--- config.mk ---
export PLATFORM = sky130hd
export DESIGN_NAME = ssds_scan_driver
export DESIGN_NICKNAME = d
export VERILOG_FILES = /design/src/rtl/ssds_pkg.sv /design/src/rtl/ssds_scan_timer.sv /design/src/rtl/ssds_scan_driver.sv
export SDC_FILE = /design/constraint.sdc
export NUM_CORES = 1
export LEC_CHECK = 0
export ABC_AREA = 0
export CORE_AREA = 2 2 80 75
export CTS_CLUSTER_DIAMETER = 100
export DETAILED_ROUTE_END_ITERATION = 7
export DIE_AREA = 0 0 82 77
export HOLD_SLACK_MARGIN = 0.03
export PLACE_DENSITY = 0.72
export SYNTH_ARGS = -nofsm -noshare
export SYNTH_HDL_FRONTEND = slang
export SYNTH_SLANG_ARGS = --single-unit
export TNS_END_PERCENT = 10
--- constraint.sdc ---
create_clock -name i_clk -period 2.75 [get_ports i_clk]
set_clock_uncertainty 0.15 [all_clocks]
set_input_delay 0.55 -clock i_clk [delete_from_list [all_inputs] [get_ports i_clk]]
set_output_delay 0.55 -clock i_clk [all_outputs]
set_load 0.03 [all_outputs]
--- src/rtl/ssds_pkg.sv ---
// Shared constants and the hex-to-seven-segment glyph table for the scan driver.
package ssds_pkg;

    localparam logic [6:0] SSDS_SEG_BLANK  = 7'b0000000;
    localparam int         SSDS_MAX_DIGITS = 8;

    // Bit 6 = g down to bit 0 = a.
    function automatic logic [6:0] ssds_glyph(input logic [3:0] nibble);
        logic [6:0] g;
        case (nibble)
            4'h0:    g = 7'b0111111;
            4'h1:    g = 7'b0000110;
            4'h2:    g = 7'b1011011;
            4'h3:    g = 7'b1001111;
            4'h4:    g = 7'b1100110;
            4'h5:    g = 7'b1101101;
            4'h6:    g = 7'b1111101;
            4'h7:    g = 7'b0000111;
            4'h8:    g = 7'b1111111;
            4'h9:    g = 7'b1101111;
            4'hA:    g = 7'b1110111;
            4'hB:    g = 7'b1111100;
            4'hC:    g = 7'b0111001;
            4'hD:    g = 7'b1011110;
            4'hE:    g = 7'b1111001;
            default: g = 7'b1110001;
        endcase
        return g;
    endfunction

endpackage

--- src/rtl/ssds_scan_timer.sv ---
// Slot prescaler and digit index; flags the frame start and the drive half of each slot.
module ssds_scan_timer #(
    parameter int DIGITS       = 4,
    parameter int SCAN_DIV     = 50000,
    parameter int BLANK_CYCLES = 16,
    parameter int IW           = (DIGITS > 1) ? $clog2(DIGITS) : 1
) (
    input  logic          i_clk,
    input  logic          i_rst_n,
    output logic [IW-1:0] o_idx,
    output logic          o_frame_start,
    output logic          o_drive_phase
);

    localparam int PW = $clog2(SCAN_DIV);

    logic [PW-1:0] r_presc;
    logic [IW-1:0] r_idx;
    logic          w_presc_wrap;
    logic          w_idx_wrap;

    assign w_presc_wrap = (r_presc == PW'(SCAN_DIV - 1));
    assign w_idx_wrap   = (r_idx == IW'(DIGITS - 1));

    always_ff @(posedge i_clk or negedge i_rst_n) begin
        if (!i_rst_n) begin
            r_presc <= '0;
            r_idx   <= '0;
        end else if (w_presc_wrap) begin
            r_presc <= '0;
            r_idx   <= w_idx_wrap ? '0 : r_idx + IW'(1);
        end else begin
            r_presc <= r_presc + PW'(1);
        end
    end

    assign o_idx         = r_idx;
    assign o_frame_start = (r_presc == '0) && (r_idx == '0);
    assign o_drive_phase = (r_presc >= PW'(BLANK_CYCLES));

endmodule

--- src/rtl/ssds_scan_driver.sv ---
// Multiplexed seven-segment scan driver: frame-latched shadows, leading-zero
// suppression and registered, polarity-adjusted pin outputs.
module ssds_scan_driver
    import ssds_pkg::*;
#(
    parameter int DIGITS         = 4,
    parameter int SCAN_DIV       = 50000,
    parameter int BLANK_CYCLES   = 16,
    parameter int SEG_ACTIVE_LOW = 0,
    parameter int SEL_ACTIVE_LOW = 0
) (
    input  logic                  i_clk,
    input  logic                  i_rst_n,
    input  logic                  i_enable,
    input  logic [4*DIGITS-1:0]   i_value,
    input  logic [DIGITS-1:0]     i_dots,
    input  logic                  i_blank_zeros,
    output logic [6:0]            o_segments,
    output logic                  o_dp,
    output logic [DIGITS-1:0]     o_select,
    output logic                  o_frame_done
);

    localparam int   IW      = (DIGITS > 1) ? $clog2(DIGITS) : 1;
    localparam logic SEG_POL = (SEG_ACTIVE_LOW != 0);
    localparam logic SEL_POL = (SEL_ACTIVE_LOW != 0);

    logic [IW-1:0]         w_idx;
    logic                  w_frame_start;
    logic                  w_drive_phase;

    logic [4*DIGITS-1:0]   r_sh_value;
    logic [DIGITS-1:0]     r_sh_dots;
    logic                  r_sh_bz;

    logic [DIGITS:0]       w_zero_from;
    logic [3:0]            w_nib;
    logic                  w_dot;
    logic                  w_blank;
    logic [DIGITS-1:0]     w_onehot;
    logic [6:0]            w_seg_raw;
    logic [DIGITS-1:0]     w_sel_raw;
    logic                  w_dp_raw;

    logic [6:0]            r_segments;
    logic                  r_dp;
    logic [DIGITS-1:0]     r_select;
    logic                  r_frame_done;

    ssds_scan_timer #(
        .DIGITS       (DIGITS),
        .SCAN_DIV     (SCAN_DIV),
        .BLANK_CYCLES (BLANK_CYCLES),
        .IW           (IW)
    ) u_timer (
        .i_clk         (i_clk),
        .i_rst_n       (i_rst_n),
        .o_idx         (w_idx),
        .o_frame_start (w_frame_start),
        .o_drive_phase (w_drive_phase)
    );

    always_ff @(posedge i_clk or negedge i_rst_n) begin
        if (!i_rst_n) begin
            r_sh_value <= '0;
            r_sh_dots  <= '0;
            r_sh_bz    <= 1'b0;
        end else if (w_frame_start) begin
            r_sh_value <= i_value;
            r_sh_dots  <= i_dots;
            r_sh_bz    <= i_blank_zeros;
        end
    end

    // w_zero_from[i]: shadow nibbles i..DIGITS-1 are all zero.
    assign w_zero_from[DIGITS] = 1'b1;
    for (genvar gi = 0; gi < DIGITS; gi++) begin : g_zero
        assign w_zero_from[gi] = w_zero_from[gi+1] & (r_sh_value[4*gi +: 4] == 4'h0);
    end

    always_comb begin
        w_nib    = 4'h0;
        w_dot    = 1'b0;
        w_blank  = 1'b0;
        w_onehot = '0;
        for (int i = 0; i < DIGITS; i++) begin
            if (w_idx == IW'(i)) begin
                w_nib       = r_sh_value[4*i +: 4];
                w_dot       = r_sh_dots[i];
                w_blank     = (i != 0) && r_sh_bz && w_zero_from[i];
                w_onehot[i] = 1'b1;
            end
        end
    end

    always_comb begin
        w_seg_raw = SSDS_SEG_BLANK;
        w_sel_raw = '0;
        w_dp_raw  = 1'b0;
        if (i_enable) begin
            w_seg_raw = w_blank ? SSDS_SEG_BLANK : ssds_glyph(w_nib);
            w_dp_raw  = w_dot;
            if (w_drive_phase) w_sel_raw = w_onehot;
        end
    end

    // Registers hold pin-level values so reset lands directly on the inactive level.
    always_ff @(posedge i_clk or negedge i_rst_n) begin
        if (!i_rst_n) begin
            r_segments   <= {7{SEG_POL}};
            r_dp         <= SEG_POL;
            r_select     <= {DIGITS{SEL_POL}};
            r_frame_done <= 1'b0;
        end else begin
            r_segments   <= w_seg_raw ^ {7{SEG_POL}};
            r_dp         <= w_dp_raw ^ SEG_POL;
            r_select     <= w_sel_raw ^ {DIGITS{SEL_POL}};
            r_frame_done <= w_frame_start;
        end
    end

    assign o_segments   = r_segments;
    assign o_dp         = r_dp;
    assign o_select     = r_select;
    assign o_frame_done = r_frame_done;

endmodule
; ---- Word level (Yosys, flattened, before mapping)
; Memories as Yosys holds them, arrays and structs flattened.
; Cells that the tools add are included.
[classes]
n_mux = 22
reduce_logical = 9
n_lt_le_gt_ge = 1
n_bitwise = 2
n_eq_ne = 4
n_addsub = 2
[op_table]
columns = operator, count
row1 = $mux W4, 6
row2 = $add A16 B1 Y16 const B, 1
row3 = $eq A16 B16 Y1 const B, 1
row4 = $ge A16 B5 Y1 const B, 1
row5 = $logic_not A16 Y1, 1
row6 = $mux W16, 1
row7 = $mux W7, 2
row8 = $logic_not A4 Y1, 3
row9 = $mux W1, 12
row10 = $eq A2 B2 Y1 const B, 2
row11 = $logic_and A1 B1 Y1, 4
row12 = $add A2 B1 Y2 const B, 1
row13 = $and A1 B1 Y1, 2
row14 = $eq A2 B1 Y1 const B, 1
row15 = $logic_not A2 Y1, 1
row16 = $mux W2, 1
[word_totals]
elab_cells = 50
register_bits = 52
n_memories = 1
inputBits = 24
mem_bits_ro = 112
out_inout_bits = 13
[mem_list]
columns = memory, depth, width, read_ports, rd_clocked_by_memory_dff, write_ports, line_no
row1 = (name not given), 16, 7, 1, 0, 0, ssds_pkg.sv:10  ; case (nibble)

; ---- Depth between registers and ports, before layout
[logic_depth]
depth_word = 9
ltp_mapped = 10
ltp_nobuf = 10

; ---- Modules after synthesis
; A second synthesis with hierarchy kept.
[unflattened]
hier_cells = 206
hier_area_um2 = 2513.7
[modules_own_cells]
columns = module, n_inst, cells_each, area_per_inst_um2, seq_area_each_um2
row1 = ssds_scan_driver, 1, 118, 1589.0, 850.8
row2 = ssds_scan_timer, 1, 88, 924.6, 450.4

; ---- Worst setup path before layout
; OpenSTA, ideal clock, no wires.
[synth_timing]
path_type = register to register
startpoint = register u_timer.r_presc[6]
endpoint = register r_sh_dots[2]
t_required_ns = 2.475
path_stages_with_launch = 7
setup_ns = 0.125
path_buffers = 2
setup_slack_ns = 0.190
arrival_time_ns = 2.285
period_less_slack_ns = 2.560
path_cell_list = dfrtp_1 or4_1 or3_4 or4_4 buf_6 buf_12 mux2_4
[synth_via]
elab_chain_cells = 2
[synth_lines]
columns = item, line_no
row1 = start: declaration, ssds_scan_timer.sv:17  ; logic [PW-1:0] r_presc;
row2 = start signal: assignment, ssds_scan_timer.sv:33  ; r_presc <= r_presc + PW'(1);
row3 = $logic_not A16 Y1, ssds_scan_timer.sv:38  ; assign o_frame_start = (r_presc == '0) && (r_idx == '0);
row4 = $logic_and A1 B1 Y1, ssds_scan_timer.sv:38
row5 = end signal: assignment, ssds_scan_driver.sv:70  ; r_sh_dots <= i_dots;
row6 = end: declaration, ssds_scan_driver.sv:33  ; logic [DIGITS-1:0] r_sh_dots;
; No other way between the ends.
; A chain may end at the register's enable or synchronous reset.

; ---- Worst setup path in the final report
[layout_timing]
startpoint = register u_timer.r_presc[15]
endpoint = register r_sh_value[13]
[layout_via]
elab_chain_cells = 2
[layout_lines]
columns = item, line_no
row1 = $logic_not A16 Y1, ssds_scan_timer.sv:38
row2 = $logic_and A1 B1 Y1, ssds_scan_timer.sv:38
row3 = end signal: assignment, ssds_scan_driver.sv:69  ; r_sh_value <= i_value;
row4 = end: declaration, ssds_scan_driver.sv:32  ; logic [4*DIGITS-1:0] r_sh_value;
; No other way between the ends.

==> reports/qor.csv <==
stage;metric;value;unit
floorplan;DIE HEIGHT;77;um
route;via count;1811;
synthesis;ys async rst share;100;%
power_and_ir_drop;static leakage;1.48;nW
worst_setup_path;Critical Path AT;2.62;ns
clock_tree;Clk pin slew, worst setup/hold paths;0.09;ns
floorplan;Core Area;5470;sq um
route;residual DRC count;0;
final_layout;Nets;307;
place;IO buf count;36;
clock_tree;Post-CTS Setup Inserts;0;
place;dpl ws;0.118;ns
floorplan;Row Count;26;
synthesis;Syn Std Cell Area;2610;sq um
place;post-DP HPWL;3.68;mm
timing;worst-margin pin slew;0.400;ns
global_route;first-pass GRT wire length;8.27;mm
synthesis;Mean Syn Cell Area;11.8;sq um
floorplan;Die ar.;6310;sq um
final_layout;share of cells above drive strength 1;18.0;%
floorplan;Ports;37;
synthesis;#FFs+latches synth;52;
synthesis;sequential fraction of the synthesis area;49.8;%
clock_tree;Clock Latency Late Sink;0.31;ns
worst_hold_path;hold endpoint;u_timer.r_presc[7]$_DFF_PN0_;
final_layout;area occupied by multi-input gates;1220;sq um
synthesis;Cells after Synth;222;
route;Final ANT Viol Nets;0;
place;placed cells;333;
synthesis;Yosys cell types;41;
synthesis;Main synth FF type;dfrtp_1;
clock_tree;H-tree Lvls;2;
power_and_ir_drop;Comb pwr share;10.9;%
timing;Final period util;93.7;%
route;WL/cell;14.4;um
clock_tree;post-CTS sizing;0;
floorplan;Die X;82;um
worst_hold_path;Worst Hold Path Cells;1;
synthesis;synth cell count leaders;dfrtp_1, nor2_1, mux2_4, nand2_1, ha_1;
power_and_ir_drop;Reg power frac;54.2;%
clock_tree;CTS tree;yes;
power_and_ir_drop;switching portion of total power;22.7;%
timing;unrepaired setup endpoints after global routing;false;
final_layout;register area;1300;sq um
worst_setup_path;Worst Path Required;2.79;ns
floorplan;Initial Util;47.8;%
clock_tree;clock sinks;52;
global_route;vias in the first global route;1710;
final_layout;Area Overhead vs Synth;22.2;%
route;Vias/cell;5.30;
final_layout;fill cell count;460;
power_and_ir_drop;VDD IR max;0.215;mV
route;Routed WL;4.92;mm
worst_setup_path;Reg2Reg Depth;4;
worst_setup_path;critical path type;reg2reg;
global_route;GRT Overall Usage;17.1;%
place;gp weighted congestion;0.910;
power_and_ir_drop;net load switching power;0.336;mW
worst_setup_path;crit start category;flop;
timing;final max-slew violation count;0;
timing;Period minus WS final;2.58;ns
power_and_ir_drop;Pwr per Cell Area;464;nW/um^2
clock_tree;number of buffers created by CTS;5;
power_and_ir_drop;Pint;1.15;mW
timing;final setup fails;0;
timing;Max Freq;0.388;GHz
timing;setup ws final;0.172;ns
worst_setup_path;R2R Setup Slk;0.17;ns
timing;Rel. slew slack;73.3;%
clock_tree;Clock Path Buffers;2;
worst_hold_path;Hold Path Class;reg2reg;
timing;setup tns final;0;ns
final_layout;antenna cells;0;
job;number of max-cap violations;0;
power_and_ir_drop;Clock Power Share;34.9;%
route;first drt pass iteration count;4;
global_route;initial antenna violation count;0;
synthesis;most frequent cell after synthesis;dfrtp_1;
worst_setup_path;CP endpoint kind;flop;
route;Iter 0 DRT Violations;120;
synthesis;top cells by area, synth;dfrtp_1, mux2_4, ha_1;
worst_setup_path;reg2reg end;r_sh_value[13]$_DFFE_PN0P_;
synthesis;Synthesized Nets;258;
worst_hold_path;Hold Startpoint;u_timer.r_presc[7]$_DFF_PN0_;
run_status;status;finished clean;
synthesis;Synth top area share;49.8;%
power_and_ir_drop;Overall Power;1.48;mW
timing;Final Hold Vio Count;0;
global_route;largest net degree at the start of global routing;26;
final_layout;Finished Layout Cells;342;
synthesis;largest area contributor in the netlist;dfrtp_1;
global_route;grt total ovfl;0;
worst_setup_path;Critical Path Fanout Max;22;
clock_tree;root buffer selected by CTS;clkbuf_8;
synthesis;YS warnings;0;
synthesis;EDFF count, synth;0;
worst_setup_path;reg2reg start;u_timer.r_presc[15]$_DFF_PN0_;
## worst max-delay path: stages, from the launching register on
cell,delay (ns)
dfrtp_1,0.41
or4_1,0.51
or3_4,0.37
or4_4,0.64
mux2_4,0.37
## cell families after synthesis
group / Yosys count / synth area share, %
AOI/OAI and AO/OA: 26 / 7.28
xor gates and xnor gates: 14 / 4.69
adders and majority gates: 12 / 5.74
buffers and inverters: 15 / 3.69
DFF: 52 / 49.8
muxes: 23 / 12.6
and+or+nand+nor: 80 / 16.2
## area by class of cell
| type | count | area share [%] |
|---|---|---|
| multi-input combinational | 155 | 38.1 |
| inverter | 9 | 1.06 |
| tap | 70 | 2.74 |
| clock inverter | 2 | 1.10 |
| timing repair buffer | 48 | 14.0 |
| sequential | 52 | 40.7 |
| clock buffer | 6 | 2.27 |
## what timing repair did
action / in CTS / in global routing
endpoints found under the hold margin: 7 / 0
endpoints found under the setup margin: 0 / 12
hold buffers: 1 / 0
## power groups by stage
stage / registers, mW / clock network (mW) / logic, mW
final: 0.804 / 0.518 / 0.162
after global placement: 0.818 / 0 / 0.159
after detailed placement: 0.819 / 0 / 0.162
after floorplan: 0.835 / 0 / 0.0561
after CTS: 0.804 / 0.534 / 0.164
after global routing: 0.808 / 0.564 / 0.177
## worst max-delay path by stage
| stage | cells past startpoint | to | startpoint |
|---|---|---|---|
| final | 4 | r_sh_value[13]$_DFFE_PN0P_ | u_timer.r_presc[15]$_DFF_PN0_ |
| after global routing | 11 | o_segments[4]$_DFF_PN0_ | u_timer.o_idx[0]$_DFFE_PN0N_ |
| after detailed placement | 4 | r_sh_value[0]$_DFFE_PN0P_ | u_timer.r_presc[15]$_DFF_PN0_ |
| after floorplan | 6 | r_sh_dots[2]$_DFFE_PN0P_ | u_timer.r_presc[6]$_DFF_PN0_ |
| after CTS | 4 | r_sh_value[9]$_DFFE_PN0P_ | u_timer.r_presc[15]$_DFF_PN0_ |
| after global placement | 4 | r_sh_value[10]$_DFFE_PN0P_ | u_timer.r_presc[15]$_DFF_PN0_ |
## cell usage in the layout, fill, tap and decap left out, types with 4 or more instances in the layout
cell type        netlist  layout
mux2_4                19      19
nor3_1                 4       4
buf_4                  0      11
inv_1                  9       9
ha_1                  12      12
clkdlybuf4s50_1        0      35
a221oi_1               5       5
o21ai_0                4       4
nand3_1                5       5
dfrtp_1               52      52
and3_2                 5       5
nor2_1                20      20
nor2b_1                7       7
xnor2_1                7       7
xor2_1                 7       7
nor3b_1                4       4
nand2_1               19      19
clkbuf_8               0       5
## flip-flops by register name (all words and copies together) (netlist names)
register	cells
r_sh_value	16
u_timer.r_presc	16
o_segments	7
o_select	4
r_sh_dots	4
u_timer.o_idx	2
o_dp	1
o_frame_done	1
r_sh_bz	1
## metrics by stage
stage / instance area [sq um] / hold slack, ns / util, %
after detailed placement: 3080 / 0.260 / 56.3
after floorplan: 2610 / 0.104 / -
after global routing: 3190 / 0.399 / 58.4
final: 3190 / 0.354 / 58.4
after global placement: 3080 / 0.260 / 56.3
after CTS: 3190 / 0.356 / 58.4
## layer usage
| layer | GRT usage, % | part of all wire, % | vias to the layer above |
|---|---|---|---|
| met2 | 24.4 | 44 | 43 |
| met5 | 0 | 0 | - |
| met4 | 5.00 | 1.3 | 0 |
| li1 | - | - | 884 |
| met3 | 3.29 | 4.7 | 6 |
| met1 | 26.3 | 50 | 878 |
Note: power is estimated with default switching activity, not from simulation.
